## config.mk

```make
export PLATFORM = sky130hd
export DESIGN_NAME = fetch_redirect_unit
export DESIGN_NICKNAME = d
export VERILOG_FILES = /design/src/rtl/fetch_redirect_unit_pkg.sv /design/src/rtl/fetch_redirect_unit_if_id_reg.sv /design/src/rtl/fetch_redirect_unit.sv
export SDC_FILE = /design/constraint.sdc
export NUM_CORES = 1
export LEC_CHECK = 0
export ABC_CLOCK_PERIOD_IN_PS = 2800
export BUFFER_PORTS_ARGS = -buffer_cell sky130_fd_sc_hd__buf_2
export CAP_MARGIN = 15
export CORE_MARGIN = 4
export CORE_UTILIZATION = 50
export DETAILED_ROUTE_END_ITERATION = 7
export HOLD_SLACK_MARGIN = 0.02
export PLACE_DENSITY_LB_ADDON = 0.2
export SLEW_MARGIN = 20
export SYNTH_ARGS = -nofsm -noshare
export SYNTH_HDL_FRONTEND = slang
export SYNTH_SLANG_ARGS = --single-unit
```

## constraint.sdc

```tcl
create_clock -name clk -period 2.8 [get_ports clk]
set_input_delay 0.56 -clock clk [delete_from_list [all_inputs] [get_ports clk]]
set_output_delay 0.56 -clock clk [all_outputs]
set_load 0.01 [all_outputs]
```

## src/rtl/fetch_redirect_unit_pkg.sv

```systemverilog
// Core-wide fetch constants: PC-source encoding,
// reset vector and the bubble instruction.
package fetch_redirect_unit_pkg;
  localparam int XLEN = 32;
  localparam logic [31:0] RESET_VECTOR = 32'h0000_0000;
  localparam logic [31:0] NOP_INSTR = 32'h0000_0013;

  localparam logic [1:0] PCSRC_SEQ = 2'b00;
  localparam logic [1:0] PCSRC_BR = 2'b01;
  localparam logic [1:0] PCSRC_JALR = 2'b10;
endpackage

```

## src/rtl/fetch_redirect_unit_if_id_reg.sv

```systemverilog
// IF/ID pipeline register: reset > flush > stall > load.
// Flush and reset both leave a NOP bubble with zeroed PCs.
module if_id_reg
  import fetch_redirect_unit_pkg::*;
#(
  parameter int XLEN = 32,
  parameter logic [31:0] NOP_INSTR = 32'h0000_0013
) (
  input  logic            clk,
  input  logic            reset,
  input  logic            flush,
  input  logic            stall,
  input  logic [31:0]     instr,
  input  logic [XLEN-1:0] pc,
  input  logic [XLEN-1:0] pcplus4,
  output logic [31:0]     instr_q,
  output logic [XLEN-1:0] pc_q,
  output logic [XLEN-1:0] pcplus4_q
);

  always_ff @(posedge clk) begin
    if (reset || flush) begin
      instr_q   <= NOP_INSTR;
      pc_q      <= '0;
      pcplus4_q <= '0;
    end else if (!stall) begin
      instr_q   <= instr;
      pc_q      <= pc;
      pcplus4_q <= pcplus4;
    end
  end

endmodule

```

## src/rtl/fetch_redirect_unit.sv

```systemverilog
// Fetch PC register, next-PC select, redirect flushes,
// misalignment flags and saturating redirect counter.
module fetch_redirect_unit
  import fetch_redirect_unit_pkg::*;
#(
  parameter int XLEN = fetch_redirect_unit_pkg::XLEN,
  parameter logic [XLEN-1:0] RESET_VECTOR =
    fetch_redirect_unit_pkg::RESET_VECTOR,
  parameter logic [31:0] NOP_INSTR =
    fetch_redirect_unit_pkg::NOP_INSTR,
  parameter int CNT_W = 32
) (
  input  logic             clk,
  input  logic             reset,
  input  logic             StallF,
  input  logic             StallD,
  input  logic             FlushEHaz,
  input  logic [1:0]       PCSrcE,
  input  logic [XLEN-1:0]  PCTargetE,
  input  logic [XLEN-1:0]  ALUResultE,
  input  logic [31:0]      InstrF,
  output logic [XLEN-1:0]  PCF,
  output logic [31:0]      InstrD,
  output logic [XLEN-1:0]  PCD,
  output logic [XLEN-1:0]  PCPlus4D,
  output logic             FlushD,
  output logic             FlushE,
  output logic             MisalignE,
  output logic             MisalignSticky,
  output logic             IllegalSrcE,
  output logic [CNT_W-1:0] RedirectCount
);

  logic            redirect;
  logic [XLEN-1:0] target;
  logic [XLEN-1:0] pcplus4f;

  assign pcplus4f = PCF + XLEN'(4);

  always_comb begin
    redirect = 1'b0;
    target   = PCTargetE;
    unique case (PCSrcE)
      PCSRC_BR: redirect = 1'b1;
      PCSRC_JALR: begin
        redirect = 1'b1;
        target   = {ALUResultE[XLEN-1:1], 1'b0};
      end
      default: redirect = 1'b0;
    endcase
  end

  assign IllegalSrcE = (PCSrcE == 2'b11);
  assign FlushD      = redirect;
  assign FlushE      = redirect | FlushEHaz;
  assign MisalignE   = redirect & (target[1:0] != 2'b00);

  always_ff @(posedge clk) begin
    if (reset) begin
      PCF <= RESET_VECTOR;
    end else if (redirect) begin
      PCF <= target;
    end else if (!StallF) begin
      PCF <= pcplus4f;
    end
  end

  always_ff @(posedge clk) begin
    if (reset) begin
      MisalignSticky <= 1'b0;
      RedirectCount  <= '0;
    end else begin
      if (MisalignE) MisalignSticky <= 1'b1;
      if (redirect && RedirectCount != '1)
        RedirectCount <= RedirectCount + CNT_W'(1);
    end
  end

  if_id_reg #(
    .XLEN      (XLEN),
    .NOP_INSTR (NOP_INSTR)
  ) u_if_id (
    .clk       (clk),
    .reset     (reset),
    .flush     (FlushD),
    .stall     (StallD),
    .instr     (InstrF),
    .pc        (PCF),
    .pcplus4   (pcplus4f),
    .instr_q   (InstrD),
    .pc_q      (PCD),
    .pcplus4_q (PCPlus4D)
  );

endmodule

```

Word-level counts from Yosys, hierarchy flattened
Index checks and enable logic that the tools add are counted.
Operators by class
  div/mod/pow operators: 0
  bitwise gates (word level): 2
  shift operators: 0
  eq/ne operators: 5
  multiply operators: 0
  add/sub/neg operators: 2
  multiplexer cells: 4
  magnitude comparators: 0
  reduce and logical (&&, ||, !) cells: 4
Operators with widths (count)
  $mux 32: 3
  $add 32x1->32 const B: 1
  $add 32x3->32 const B: 1
  $ne 32x32->1 const B: 1
  $eq 2x2->1 const B: 2
  $eq 2x1->1 const B: 1
  $ne 2x1->1 const B: 1
  $reduce_bool 2->1: 1
  $reduce_or 2->1: 1
  $and 1x1->1: 1
  $logic_and 1x1->1: 1
  $logic_or 1x1->1: 1
  $mux 1: 1
  $or 1x1->1: 1
Storage, ports and cells
  memories: 0
  memory bits (read-only): 0
  bits in registers: 161
  latch bits: 0
  memory bits (writable): 0
  output and inout port bits: 165
  input bits: 103
  logic and storage cells: 23

Logic depth before layout (Yosys ltp)
  depth after elaboration: 4
  mapped depth: 8
  gate-level depth less buffers: 7

Modules after synthesis
From an unflattened synthesis, not the netlist that was laid out.
Unflattened totals
  cells, all modules: 815
  area, all modules: 7527.2 um2
Modules (own cells, without submodules)
  fetch_redirect_unit: cells an instance 504, times used 1, area an instance 4067.7 um2
  if_id_reg: cells an instance 311, times used 1, area an instance 3459.6 um2

Worst setup path before layout
OpenSTA, ideal clock, no wires.
  kind: input-to-reg
  from: input PCSrcE[0]
  to: register RedirectCount[22]
  buffers on the path: 1
  stages: 8
  data arrival time: 2275 ps
  required time: 2730 ps
  path slack: 455 ps
  cells stage by stage: inv_1 ha_1 clkbuf_1 nand2b_1 nor3_1 o2111ai_1 or3_1 a21oi_1
Between the ends
  longest elaborated chain between the ends: 4
  elaborated cells between the ends (all ways): 5
RTL lines
  start, declared: RTL line fetch_redirect_unit.sv:18  | input logic [1:0] PCSrcE,
  $eq 2x2->1 or $eq 2x1->1 (tied branches): RTL line fetch_redirect_unit.sv:43  | unique case (PCSrcE)
  $reduce_or 2->1 (no source line) *
  $mux 1 *: RTL line fetch_redirect_unit.sv:43
  $logic_and 1x1->1 *: RTL line fetch_redirect_unit.sv:74  | if (redirect && RedirectCount != '1)
  end signal, assigned: RTL line fetch_redirect_unit.sv:75  | RedirectCount <= RedirectCount + CNT_W'(1);
  end, declared: RTL line fetch_redirect_unit.sv:31  | output logic [CNT_W-1:0] RedirectCount
Mark *: on every way between the ends. The rest lies on a longest branch, timed or not.
A chain may end at the register's enable or synchronous reset.

Final worst setup path
  from: register PCF[2]
  to: register u_if_id.pcplus4_q[22]
Between the ends
  longest elaborated chain between the ends: 1
RTL lines
  start, declared: RTL line fetch_redirect_unit.sv:22  | output logic [XLEN-1:0] PCF,
  start signal, assigned: RTL line fetch_redirect_unit.sv:62  | PCF <= target;
  start signal, assigned: RTL line fetch_redirect_unit.sv:64  | PCF <= pcplus4f;
  $add 32x3->32: RTL line fetch_redirect_unit.sv:38  | assign pcplus4f = PCF + XLEN'(4);
  end signal, assigned: RTL line fetch_redirect_unit_if_id_reg.sv:29  | pcplus4_q <= pcplus4;
  end, declared: RTL line fetch_redirect_unit_if_id_reg.sv:18  | output logic [XLEN-1:0] pcplus4_q
No other way between the ends.

==> impl_results.rst <==
.. list-table::
   :header-rows: 1

   * - Metric
     - Value
   * - Run status
     - finished, final reports clean
   * - Area delta synth->final
     - 26.9%
   * - Pin count of the biggest net entering global routing
     - 75
   * - Number of setup violations in the final report
     - 0
   * - Number of nets with antenna violations after detailed routing
     - 0
   * - H-Tree Depth
     - 4
   * - Hold Violations, Final
     - 0
   * - Met3 routing resource usage after global routing
     - 6.30%
   * - Number of buffers created by CTS
     - 17
   * - Fraction of layout cells with a size suffix above 1
     - 30.9%
   * - R2r startpoint
     - PCF[2]
   * - Post-synth net total
     - 932
   * - Count of flip-flops with a built-in enable after synthesis
     - 0
   * - Gate Count Post-Synth
     - 825
   * - Average cell area after synthesis
     - 8.99 um2
   * - Minimum setup slack in the final design
     - 0.405 ns
   * - Utilization after layout
     - 64.7%
   * - Post-cts gate resize count
     - 0
   * - Routing usage on met1
     - 30.5%
   * - Type of the worst min-delay path
     - primary input to flip-flop
   * - Endpoint kind of the worst setup timing path
     - flip-flop
   * - HPWL reported at the end of detailed placement
     - 14900 um
   * - Relative slew slack
     - 47.5%
   * - Shortest clock period the worst path allows after layout
     - 2.39 ns
   * - Wire length reported by the detailed router
     - 20600 um
   * - Post-synth top cells
     - sky130_fd_sc_hd__dfxtp_1 (159), sky130_fd_sc_hd__nor2_1 (110), sky130_fd_sc_hd__mux2i_1 (75)
   * - Critical Path, Cell by Cell
     - ha_1 -> nand3_1 -> or4_1 -> nor3_1 -> xor2_1 -> o21ba_1
   * - Register bit total from synthesis
     - 159
   * - Worst slew pin tran
     - 0.788 ns
   * - Worst hold slack after final layout
     - 0.350 ns
   * - NumNets Final
     - 1169
   * - Grt total ovfl
     - 0
   * - Launch point of the critical path
     - PCF[2]
   * - Top area cells in the synthesized netlist
     - sky130_fd_sc_hd__dfxtp_1 (43%), sky130_fd_sc_hd__mux2i_1 (10%), sky130_fd_sc_hd__nor2_1 (5.6%)
   * - Maximum achievable frequency
     - 0.418 GHz
   * - Max Slew Vio Count
     - 0
   * - Buffers & Inverters on Critical Path
     - 0
   * - Unique cell type count in the Yosys netlist
     - 53
   * - Number of cell rows
     - 44
   * - Worst VDD drop
     - 0.392 mV
   * - Commonest register cell after synthesis
     - sky130_fd_sc_hd__dfxtp_1
   * - Number of buffers inserted by hold repair at cts
     - 0
   * - Die outline width
     - 130 um
   * - Buffer depth of the longest clock path
     - 2
   * - TritonCTS clock tree
     - yes
   * - Clock-pin slew reported for the worst setup and hold paths after clock tree synthesis
     - 0.06 ns
   * - Total I/O pin count
     - 268
   * - Die outline height
     - 130 um
   * - Critical hold path startpoint
     - InstrF[1]
   * - Cell type group with the largest total delay on the critical path
     - simple AND/OR/NAND/NOR gates
   * - PD cells
     - 581 mW/mm2
   * - Pre-CTS WS
     - 0.257 ns
   * - Syn. warnings
     - 0
   * - Die footprint
     - 0.0168 mm2
   * - All-layer global routing usage
     - 24.0%
   * - Maximum fanout along the worst path
     - 8
   * - RSZ-0062 raised after global routing
     - false
   * - Met2 Track Usage GR
     - 39.9%
   * - Routed length per placed instance
     - 16.4 um
   * - Asr flop ratio synth
     - 0%
   * - Final design instance area without fill
     - 0.00941 mm2
   * - Global routing's busiest layer
     - met2
   * - Detailed-route DRC error count
     - 0
   * - Number of global-route vias before repair
     - 6213
   * - Routed via count divided by cell count
     - 5.44
   * - CP Launch Type
     - flip-flop
   * - Setup TNS
     - 0 ns
   * - Latest clock arrival within the worst-skew pair
     - 0.42 ns
   * - Clk_skew
     - 0.00873 ns
   * - Max-Cap Viols
     - 0
   * - Count of antenna diodes in the layout
     - 0
   * - Worst EP required
     - 3.12 ns
   * - Library cell contributing the largest single delay on the critical path
     - sky130_fd_sc_hd__or4_1
   * - Initial DRC count
     - 374
   * - Via count of the routed design
     - 6835
   * - Cell with the most instances after synthesis
     - sky130_fd_sc_hd__dfxtp_1
   * - Worst endpoint data arrival time
     - 2.71 ns
   * - Initial antenna violation count
     - 0
   * - Core region area
     - 0.0145 mm2
   * - Sinks on the clock net
     - 159
   * - Setup Buffers After CTS
     - 0
   * - First-pass GRT wire length
     - 32000 um
   * - Stage delay of the slowest cell on the critical path
     - 0.63 ns
   * - Area share of the largest cell type after synthesis
     - 42.9%
   * - Worst Setup Path Type
     - flip-flop to flip-flop
   * - Cell area after placement
     - 0.00884 mm2
   * - Weighted congestion at the end of routability-driven global placement
     - 0.803
   * - Root Buffer Master
     - sky130_fd_sc_hd__clkbuf_16
   * - Ratio of final minimum period to clock period
     - 85.5%
   * - Initial Utilization
     - 51.0%
   * - Cell accounting for the most synthesized area
     - sky130_fd_sc_hd__dfxtp_1
   * - Sequential-to-total area share from yosys stat
     - 42.9%
   * - Leakage Power
     - 4.07 nW
   * - Post-synthesis instance area
     - 0.00741 mm2
   * - Total of buffers placed on input and output ports
     - 266
   * - DR pass1 iterations
     - 5
-- layout make-up --
type	instances	area, um2
Sequential cell	159	3180
Clock inverter	12	138
Timing Repair Buffer	284	1480
Inverter	9	33.8
Fill cell	1285	5130
Clock buffer	18	429
Tap cell	184	230
Multi-Input combinational cell	591	3910
-- tightest hold or removal path, stage by stage --
cell	delay, ns
sky130_fd_sc_hd__buf_2	0.07
sky130_fd_sc_hd__mux2i_1	0.05
sky130_fd_sc_hd__nand2_1	0.06
-- cells by family after synthesis --
logic type | Yosys count | synth area share [%]
adders and majority gates | 4 | 0.675
AOI/OAI and AO/OA | 158 | 13.4
muxes | 77 | 10.4
buffers and inverters | 75 | 4.37
and+or+nand+nor | 293 | 21.2
xor gates and xnor gates | 59 | 6.97
DFF | 159 | 42.9
-- flip-flops by register name (all words and copies together) (netlist names) --
signal / flops
PCF: 32
RedirectCount: 32
u_if_id.instr_q: 32
u_if_id.pcplus4_q: 32
u_if_id.pc_q: 30
MisalignSticky: 1
-- power breakdown --
group,internal [mW],total (mW),switching (mW)
clock,1.31,2.24,0.936
sequential,2.37,2.49,0.120
combinational,0.324,0.730,0.406
-- per-layer routing --
metal	routed length, um	part of all wire [%]
met1	8790	43
met5	0	0
met3	1480	7.2
met2	9960	48
met4	376	1.8
-- cells in the final DEF, fill, tap and decap left out, types with 7 or more instances in the layout --
| cell | count |
|---|---|
| sky130_fd_sc_hd__dfxtp_1 | 159 |
| sky130_fd_sc_hd__buf_2 | 265 |
| sky130_fd_sc_hd__clkbuf_16 | 17 |
| sky130_fd_sc_hd__or4_1 | 7 |
| sky130_fd_sc_hd__nor2_1 | 110 |
| sky130_fd_sc_hd__xnor2_1 | 44 |
| sky130_fd_sc_hd__nor2b_1 | 30 |
| sky130_fd_sc_hd__nand2_1 | 22 |
| sky130_fd_sc_hd__nor3_1 | 17 |
| sky130_fd_sc_hd__a211oi_1 | 51 |
| sky130_fd_sc_hd__a21oi_1 | 45 |
| sky130_fd_sc_hd__inv_1 | 7 |
| sky130_fd_sc_hd__buf_4 | 18 |
| sky130_fd_sc_hd__and3_1 | 11 |
| sky130_fd_sc_hd__nor3_2 | 8 |
| sky130_fd_sc_hd__o21ai_0 | 34 |
| sky130_fd_sc_hd__mux2i_1 | 75 |
| sky130_fd_sc_hd__nand3_1 | 21 |
| sky130_fd_sc_hd__nand4_1 | 15 |
| sky130_fd_sc_hd__xor2_1 | 15 |
| sky130_fd_sc_hd__nor4_1 | 8 |
| sky130_fd_sc_hd__or3_1 | 18 |
-- per-stage QoR --
step           cells  total power [mW]
5_1_grt         1257              5.70
3_3_place_gp    1227              3.26
2_1_floorplan    825              2.97
3_5_place_dp    1227              3.27
4_1_cts         1257              5.51
6_report        1257              5.46
-- path summary, 6_finish.rpt --
path | slack, ns | cells past startpoint | end
max reg2reg | 0.41 | 6 | u_if_id.pcplus4_q[22]
max | 0.41 | 6 | u_if_id.pcplus4_q[22]
min | 0.35 | 3 | u_if_id.instr_q[1]
min reg2reg | 0.48 | 2 | u_if_id.instr_q[1]
Power figures use the tool's default switching activity.
